$ cat src/rtl/wb_intercon.sv
// Single-master Wishbone interconnect: address decode to four slaves, one
// outstanding transaction, one-cycle registered response, and a BUSY timeout.
module wb_intercon #(
    parameter logic [63:0] S0_BASE        = 64'h0,
    parameter logic [63:0] S1_BASE        = 64'h1_0000_0000,
    parameter logic [63:0] S2_BASE        = 64'h1_0000_1000,
    parameter logic [63:0] S3_BASE        = 64'h1_0000_2000,
    parameter logic [63:0] S0_MASK        = 64'hFFFF_FFFF_F000_0000,
    parameter logic [63:0] S1_MASK        = 64'hFFFF_FFFF_FFFF_F000,
    parameter logic [63:0] S2_MASK        = 64'hFFFF_FFFF_FFFF_F000,
    parameter logic [63:0] S3_MASK        = 64'hFFFF_FFFF_FFFF_F000,
    parameter int          TIMEOUT_CYCLES = 1023
) (
    input  logic          i_clk,
    input  logic          i_reset,
    input  logic [63:0]   i_wb_adr,
    input  logic [63:0]   i_wb_dat,
    output logic [63:0]   o_wb_dat,
    input  logic          i_wb_we,
    input  logic [7:0]    i_wb_sel,
    input  logic          i_wb_stb,
    input  logic          i_wb_cyc,
    output logic          o_wb_ack,
    output logic          o_wb_err,
    output logic          o_wb_stall,
    output logic [63:0]   o_s_adr,
    output logic [63:0]   o_s_dat,
    output logic          o_s_we,
    output logic [7:0]    o_s_sel,
    output logic [3:0]    o_s_cyc,
    output logic [3:0]    o_s_stb,
    input  logic [3:0]    i_s_ack,
    input  logic [3:0]    i_s_stall,
    input  logic [255:0]  i_s_dat
);

    localparam logic [1:0] ST_IDLE = 2'd0;
    localparam logic [1:0] ST_BUSY = 2'd1;
    localparam logic [1:0] ST_RESP = 2'd2;

    localparam logic [3:0][63:0] BASES = {S3_BASE, S2_BASE, S1_BASE, S0_BASE};
    localparam logic [3:0][63:0] MASKS = {S3_MASK, S2_MASK, S1_MASK, S0_MASK};

    logic [1:0]  state_reg, state_next;
    logic [1:0]  sel_reg, sel_next;
    logic        we_reg, we_next;
    logic [15:0] cnt_reg, cnt_next;
    logic        ack_reg, ack_next;
    logic        err_reg, err_next;
    logic [63:0] dat_reg, dat_next;

    logic [3:0]  hit;
    logic [63:0] s_dat_arr [4];
    logic [1:0]  hit_idx;
    logic        any_hit;
    logic        req;
    logic        accept;
    logic        sel_ack;
    logic        timeout_hit;

    generate
        for (genvar gi = 0; gi < 4; gi++) begin : g_slave
            assign hit[gi]       = (i_wb_adr & MASKS[gi]) == BASES[gi];
            assign s_dat_arr[gi] = i_s_dat[64*gi +: 64];
        end
    endgenerate

    // Lowest-numbered matching slave wins when windows overlap.
    always_comb begin
        hit_idx = 2'd0;
        for (int k = 3; k >= 0; k--) begin
            if (hit[k]) hit_idx = 2'(k);
        end
    end

    assign any_hit     = |hit;
    assign req         = i_wb_cyc & i_wb_stb;
    assign accept      = req & ~o_wb_stall;
    assign sel_ack     = i_s_ack[sel_reg];
    assign timeout_hit = ({1'b0, cnt_reg} + 17'd1) >= 17'(TIMEOUT_CYCLES);

    assign o_s_adr  = i_wb_adr;
    assign o_s_dat  = i_wb_dat;
    assign o_s_we   = i_wb_we;
    assign o_s_sel  = i_wb_sel;
    assign o_wb_dat = dat_reg;
    assign o_wb_ack = ack_reg;
    assign o_wb_err = err_reg;

    always_comb begin
        o_wb_stall = 1'b1;
        if (!i_reset && state_reg == ST_IDLE)
            o_wb_stall = any_hit ? i_s_stall[hit_idx] : 1'b0;
    end

    always_comb begin
        o_s_cyc = '0;
        o_s_stb = '0;
        if (!i_reset) begin
            case (state_reg)
                ST_IDLE: if (any_hit) begin
                    o_s_cyc[hit_idx] = req;
                    o_s_stb[hit_idx] = req;
                end
                ST_BUSY: o_s_cyc[sel_reg] = i_wb_cyc;
                default: ;
            endcase
        end
    end

    // Master abort outranks a coincident ack; ack outranks timeout.
    always_comb begin
        state_next = state_reg;
        sel_next   = sel_reg;
        we_next    = we_reg;
        cnt_next   = cnt_reg;
        ack_next   = 1'b0;
        err_next   = 1'b0;
        dat_next   = dat_reg;
        case (state_reg)
            ST_IDLE: if (accept) begin
                if (any_hit) begin
                    state_next = ST_BUSY;
                    sel_next   = hit_idx;
                    we_next    = i_wb_we;
                    cnt_next   = '0;
                end else begin
                    state_next = ST_RESP;
                    err_next   = 1'b1;
                    dat_next   = '0;
                end
            end
            ST_BUSY: begin
                if (!i_wb_cyc) begin
                    state_next = ST_IDLE;
                end else if (sel_ack) begin
                    state_next = ST_RESP;
                    ack_next   = 1'b1;
                    dat_next   = we_reg ? 64'h0 : s_dat_arr[sel_reg];
                end else if (timeout_hit) begin
                    state_next = ST_RESP;
                    err_next   = 1'b1;
                    dat_next   = '0;
                end else begin
                    cnt_next   = cnt_reg + 16'd1;
                end
            end
            default: state_next = ST_IDLE;
        endcase
    end

    always_ff @(posedge i_clk) begin
        if (i_reset) begin
            state_reg <= ST_IDLE;
            sel_reg   <= '0;
            we_reg    <= 1'b0;
            cnt_reg   <= '0;
            ack_reg   <= 1'b0;
            err_reg   <= 1'b0;
            dat_reg   <= '0;
        end else begin
            state_reg <= state_next;
            sel_reg   <= sel_next;
            we_reg    <= we_next;
            cnt_reg   <= cnt_next;
            ack_reg   <= ack_next;
            err_reg   <= err_next;
            dat_reg   <= dat_next;
        end
    end

endmodule

$ cat config.mk
export PLATFORM = sky130hd
export DESIGN_NAME = wb_intercon
export DESIGN_NICKNAME = d
export VERILOG_FILES = /design/src/rtl/wb_intercon.sv
export SDC_FILE = /design/constraint.sdc
export NUM_CORES = 1
export LEC_CHECK = 0
export ABC_CLOCK_PERIOD_IN_PS = 6400
export CAP_MARGIN = 15
export CORE_AREA = 2 2 240 242
export CTS_CLUSTER_DIAMETER = 60
export DETAILED_ROUTE_END_ITERATION = 16
export DIE_AREA = 0 0 242 244
export PLACE_DENSITY = 0.4
export SLEW_MARGIN = 20
export SYNTH_ARGS = -nofsm -noshare
export SYNTH_HDL_FRONTEND = slang
export SYNTH_SLANG_ARGS = --single-unit
$ cat constraint.sdc
create_clock -name i_clk -period 6.4 [get_ports i_clk]
set_input_delay 0.64 -clock i_clk [delete_from_list [all_inputs] [get_ports i_clk]]
set_output_delay 0.64 -clock i_clk [all_outputs]
set_load 0.02 [all_outputs]
# Word-level counts from Yosys, hierarchy flattened

Index checks and enable logic that the tools add are counted.

Add/sub/neg operators: 2
Multipliers: 0
Divide/modulo/power cells: 0
Order comparisons: 6
Equality and inequality tests: 12
Shift operators: 0
Muxes and demuxes: 48
Bitwise logic cells: 8
Reductions and logical operators: 13

Operators with widths:

| cell                    | number |
|---|---|
| $mux W64                | 8 |
| $eq A52 B21 Y1 const B  | 3 |
| $bmux W64 S2            | 1 |
| $pmux W64 S2            | 1 |
| $mux W16                | 5 |
| $logic_not A64 Y1       | 1 |
| $pmux W16 S2            | 1 |
| $mux W2                 | 9 |
| $add A16 B1 Y17 const B | 1 |
| $ge A17 B10 Y1 const B  | 1 |
| $add A16 B1 Y16 const B | 1 |
| $mux W4                 | 4 |
| $mux W1                 | 12 |
| $ne A2 B2 Y1 const B    | 6 |
| $and A4 B4 Y4           | 2 |
| $pmux W4 S2             | 1 |
| $lt A2 B3 Y1 const B    | 2 |
| $reduce_and A6 Y1       | 1 |
| $reduce_and A5 Y1       | 1 |
| $bmux W1 S2             | 2 |
| $demux W1 S2            | 2 |
| $ge A2 B1 Y1 const B    | 2 |
| $ne A4 B4 Y1 const B    | 1 |
| $pmux W2 S2             | 1 |
| 15 further kinds        | 20 |

Register bits after elaboration: 87
Latch bits: 0
RAM bits: 0
ROM bits: 0
Input port bits: 405
Logic and storage cells: 96
Memories: 0

# Longest topological paths before layout

Depth in word-level cells: 13
Mapped depth: 11
Depth with buffers taken out: 9

# Least setup slack after synthesis

Ideal clock, no wire load.

Path type: input port to output port
Start: in i_wb_adr[62]
End: out o_s_cyc[3]
Arrival: 2.847 ns
Path slack: 2.913 ns
Stages: 8
Cell sequence: nor4_1 -> nand4_1 -> or3_1 -> clkbuf_2 -> or3b_2 -> nor2_1 -> nand2_1 -> a211oi_1

Cells in the longest elaborated chain, start to end: 13
Elaborated cells between the ends (all ways): 18

RTL lines:

| element                                                            | RTL line | text |
|---|---|---|
| start: declaration                                                 | 16       | `input logic [63:0] i_wb_adr,` |
| $eq A52 B21 Y1                                                     | 63       | `assign hit[gi] = (i_wb_adr & MASKS[gi]) == BASES[gi];` |
| $mux W2 (4 in a row)                                               | 72       | `if (hit[k]) hit_idx = 2'(k);` |
| $lt A2 B3 Y1 (implied by the code) or $ge A2 B1 Y1 (tied branches) | 102      | `o_s_cyc[hit_idx] = req;` |
| $logic_and A1 B1 Y1 (implied by the code)                          | 102      |  |
| $mux W1 (implied by the code)                                      | 102      |  |
| $demux W1 S2                                                       | 102      |  |
| $and A4 B4 Y4 (no line)                                            | --       |  |
| $mux W4 *                                                          | 101      | `ST_IDLE: if (any_hit) begin` |
| $pmux W4 S2 *                                                      | 100      | `case (state_reg)` |
| $mux W4 *                                                          | 99       | `if (!i_reset) begin` |
| end: declaration                                                   | 30       | `output logic [3:0] o_s_cyc,` |

Mark *: on every way between the ends. The rest lies on a longest branch, timed or not.

# Final worst setup path

Start: in i_wb_adr[62]
End: out o_s_cyc[2]

Same word-level chain as after synthesis.

==> metrics.md <==
| Metric | Value |
|---|---|
| Design area | `0.01170 mm²` |
| Clk root buf | `clkbuf_16` |
| RSZ-0062 raised after global routing | `no` |
| CTS tree | `built` |
| Power Internal | `between 1 and 1.5 mW` |
| Share of power burned in registers | `between 30% and 40%` |
| Residual DRC | `0` |
| Finish-stage setup viols | `0` |
| Gpl congestion | `0.8452` |
| Area of the multi-input gates | `roughly 0.0042 mm²` |
| Initial antenna violation count | `6` |
| Average size of a mapped cell | `10.30 µm²` |
| Via count | `6571` |
| Skew final | `around 0.01 ns` |
| Max VDD drop | `128.7 µV` |
| Detail Placement HPWL | `25750 µm` |
| Ys async rst share | `0%` |
| Die area | `0.05905 mm²` |
| Starting Density | `a little over an eighth` |
| Relative slew slack | `43.26%` |
| Area delta synth->final | `59.16%` |
| Min cycle time layout | `4.712 ns` |
| Commonest non-fill, non-tap cell in the layout | `clkdlybuf4s50_1` |
| Final hold violations | `0` |
| Worst EP required | `5.76 ns` |
| Post-CTS sizing | `0` |
| Reg area | `0.001749 mm²` |
| Max reg flops | `between 60 and 70` |
| First-pass GRT wire length | `47220 µm` |
| Vias in the first global route | `7120` |
| Max Clock Freq | `~210 MHz` |
| Synthesized area | `0.007353 mm²` |
| Critical Path, Cell by Cell | `clkdlybuf4s50_1 > nor4_1 > nand4_1 > or3_1 > or3b_2 > nor3_1 > nor2_1 > nor3_1 > clkdlybuf4s50_1` |
| Status | `finished clean` |
| Hold Crit Class | `reg -> reg` |
| Final nets | `1403` |
| TritonRoute pass-1 iters | `4` |
| Die height | `approximately 240 µm` |
| Leakage power | `3.971 nW` |
| Worst skew pair latency | `0.38 ns` |
| Fillcell total | `6193` |
| Clock share of power | `36.3%` |
| H-tree depth | `3` |
| GRT Util Overall | `10.98%` |
| Psw | `371.1 µW` |
| Critical-path top delay cell | `clkdlybuf4s50_1` |
| Largest stage delay on the critical path | `slightly below 0.7 ns` |
| Setup crit end kind | `output pin` |
| Combinational Power Share | `25.3%` |
| Gr ovfl total | `0` |
| CP Class | `in -> out` |
| Synth warn | `0` |
| Core Rows | `87` |
| Pin count of the biggest net entering global routing | `78` |
| Num CTS Buffers | `9` |
| Switch share | `26.31%` |
| CTS max path bufs | `2` |
| WHS | `0.4772 ns` |
| Port Buffers | `448` |
| Worst-path clk slew | `0.07 ns` |
| Routed length per instance | `18.77 µm` |
| Die width | `~240 µm` |
| Routed Antenna Nets | `0` |
| Routed wire length | `32960 µm` |
| CP Data Arrival Time | `approximately 4.1 ns` |
| DR iter-0 viols | `190` |
| Power density over the cells | `120.5 mW/mm²` |
| I/O Pins | `617` |
| Worst Tran Pin Value | `0.8512 ns` |
| Post-Syn Instances | `714` |
| TNS Setup | `0 ns` |
| Fin crit share | `73.63%` |
| Synth Flop Type | `dfxtp_1` |
| Sequential area share after synthesis | `23.69%` |
| Sink Count | `87` |
| Synth Register Bits | `87` |
| Hold-fix buffers, CTS | `0` |
| Crit-path max FO | `8` |
| Most frequent cells in the layout | `clkdlybuf4s50_1 (447), dfxtp_1 (85), nand2_1 (84)` |
| Cell variety after synth | `61` |
| Crit start category | `input pin` |
| EDFF count, synth | `0` |
| Fraction of layout cells with a size suffix above 1 | `11.41%` |
| Vias per cell | `roughly 3.7` |
| Core region area | `0.05617 mm²` |
| Max-cap violation count | `0` |
| Placed inst area | `0.01145 mm²` |
| Post-Syn Nets | `1121` |
| Slew Viols, Final | `0` |
| Post-CTS setup buffers | `0` |
[routing by layer]
| layer | wire [µm] | part of all wire, % | GRT usage [%] | vias to the layer above |
|---|---|---|---|---|
| met3 | 2510 | 7.6 | 3.501 | 64 |
| met4 | 1553 | 4.7 | 6.336 | 2 |
| met5 | 13 | 0.039 | 0 | - |
| li1 | - | - | - | 3030 |
| met2 | 16280 | 49 | 19.17 | 353 |
| met1 | 12610 | 38 | 11.68 | 3122 |
[worst max-delay path, delay by kind of cell]
kind	cells	cell delay, ns
simple gates	7	2.32
buf+inv	2	1.11
[worst paths after layout]
path | startpoint | end | slack, ns | cells after the start
min reg2reg | o_wb_dat[60] | o_wb_dat[60] | 0.48 | 2
max reg2reg | cnt_reg[2] | cnt_reg[8] | 3.13 | 7
max | i_wb_adr[62] | o_s_cyc[2] | 1.69 | 9
min | o_wb_dat[60] | o_wb_dat[60] | 0.48 | 2
[cell usage after synthesis, drive strengths merged, types with 2 or more instances]
cell type    number  share of area [%]
mux4             65                 22
nand2b           33                2.8
or2               5               0.43
dfxtp            87                 24
or3               3               0.26
clkbuf           29                2.3
nand4            11               0.94
o21ai            10               0.68
inv               4               0.20
nor4             16                2.1
nand2            84                4.3
buf             151                 16
or2b             35                4.2
and4              2               0.24
xor2              2               0.24
nand3            10               0.68
nor4b             2               0.24
mux2i            67                9.1
nor3b             7               0.71
o32ai             2               0.24
and3              2               0.17
dlygate4sd1       2               0.24
mux2              2               0.36
nor2b             3               0.26
ha                2               0.34
a311oi            5                1.2
nor2             21                1.1
nor3             21                1.6
a21oi            10               0.68
a211oi            4               0.41
[final cells by class]
cell class	count	share of cell area [%]
repair buffers	453	38.72
diodes	1	0.02138
inverters	4	0.1283
flip-flops and latches	87	14.95
clock inverters	4	0.2031
clock buffers	10	1.956
multi-input cells	441	35.94
well taps	756	8.082
[kinds of logic (layout without fill, tap and decap cells)]
family / Yosys count / in the layout / share of synthesized area (%)
adder cells (fa/ha/maj): 2 / 2 / 0.3403
other: 0 / 1 / 0
AND/OR/NAND/NOR: 261 / 261 / 20.64
XOR/XNOR: 3 / 3 / 0.3574
AO/OA/AOI/OAI: 41 / 41 / 4.765
flip-flops: 87 / 87 / 23.69
multiplexers: 134 / 134 / 31.02
buffers and inverters: 186 / 471 / 19.19
[power groups by stage]
stage               Sequential, mW  Combinational, mW  Clock (mW)
detailed placement           0.554              0.360           0
global placement             0.554              0.360           0
CTS                          0.541              0.363       0.551
floorplan                    0.554              0.199           0
global route                 0.541              0.377       0.568
finish                       0.542              0.357       0.512
[per-stage QoR]
step | total power, mW | util [%] | worst slack, ns | instances
floorplan | 0.7533 | - | 2.913 | 714
global placement | 0.9144 | 20.38 | 1.516 | 1741
detailed placement | 0.9144 | 20.38 | 1.546 | 1741
CTS | 1.456 | 20.83 | 1.547 | 1755
global route | 1.486 | 20.83 | 1.452 | 1755
finish | 1.410 | 20.84 | 1.688 | 1756
Note: power is estimated with default switching activity, not from simulation.
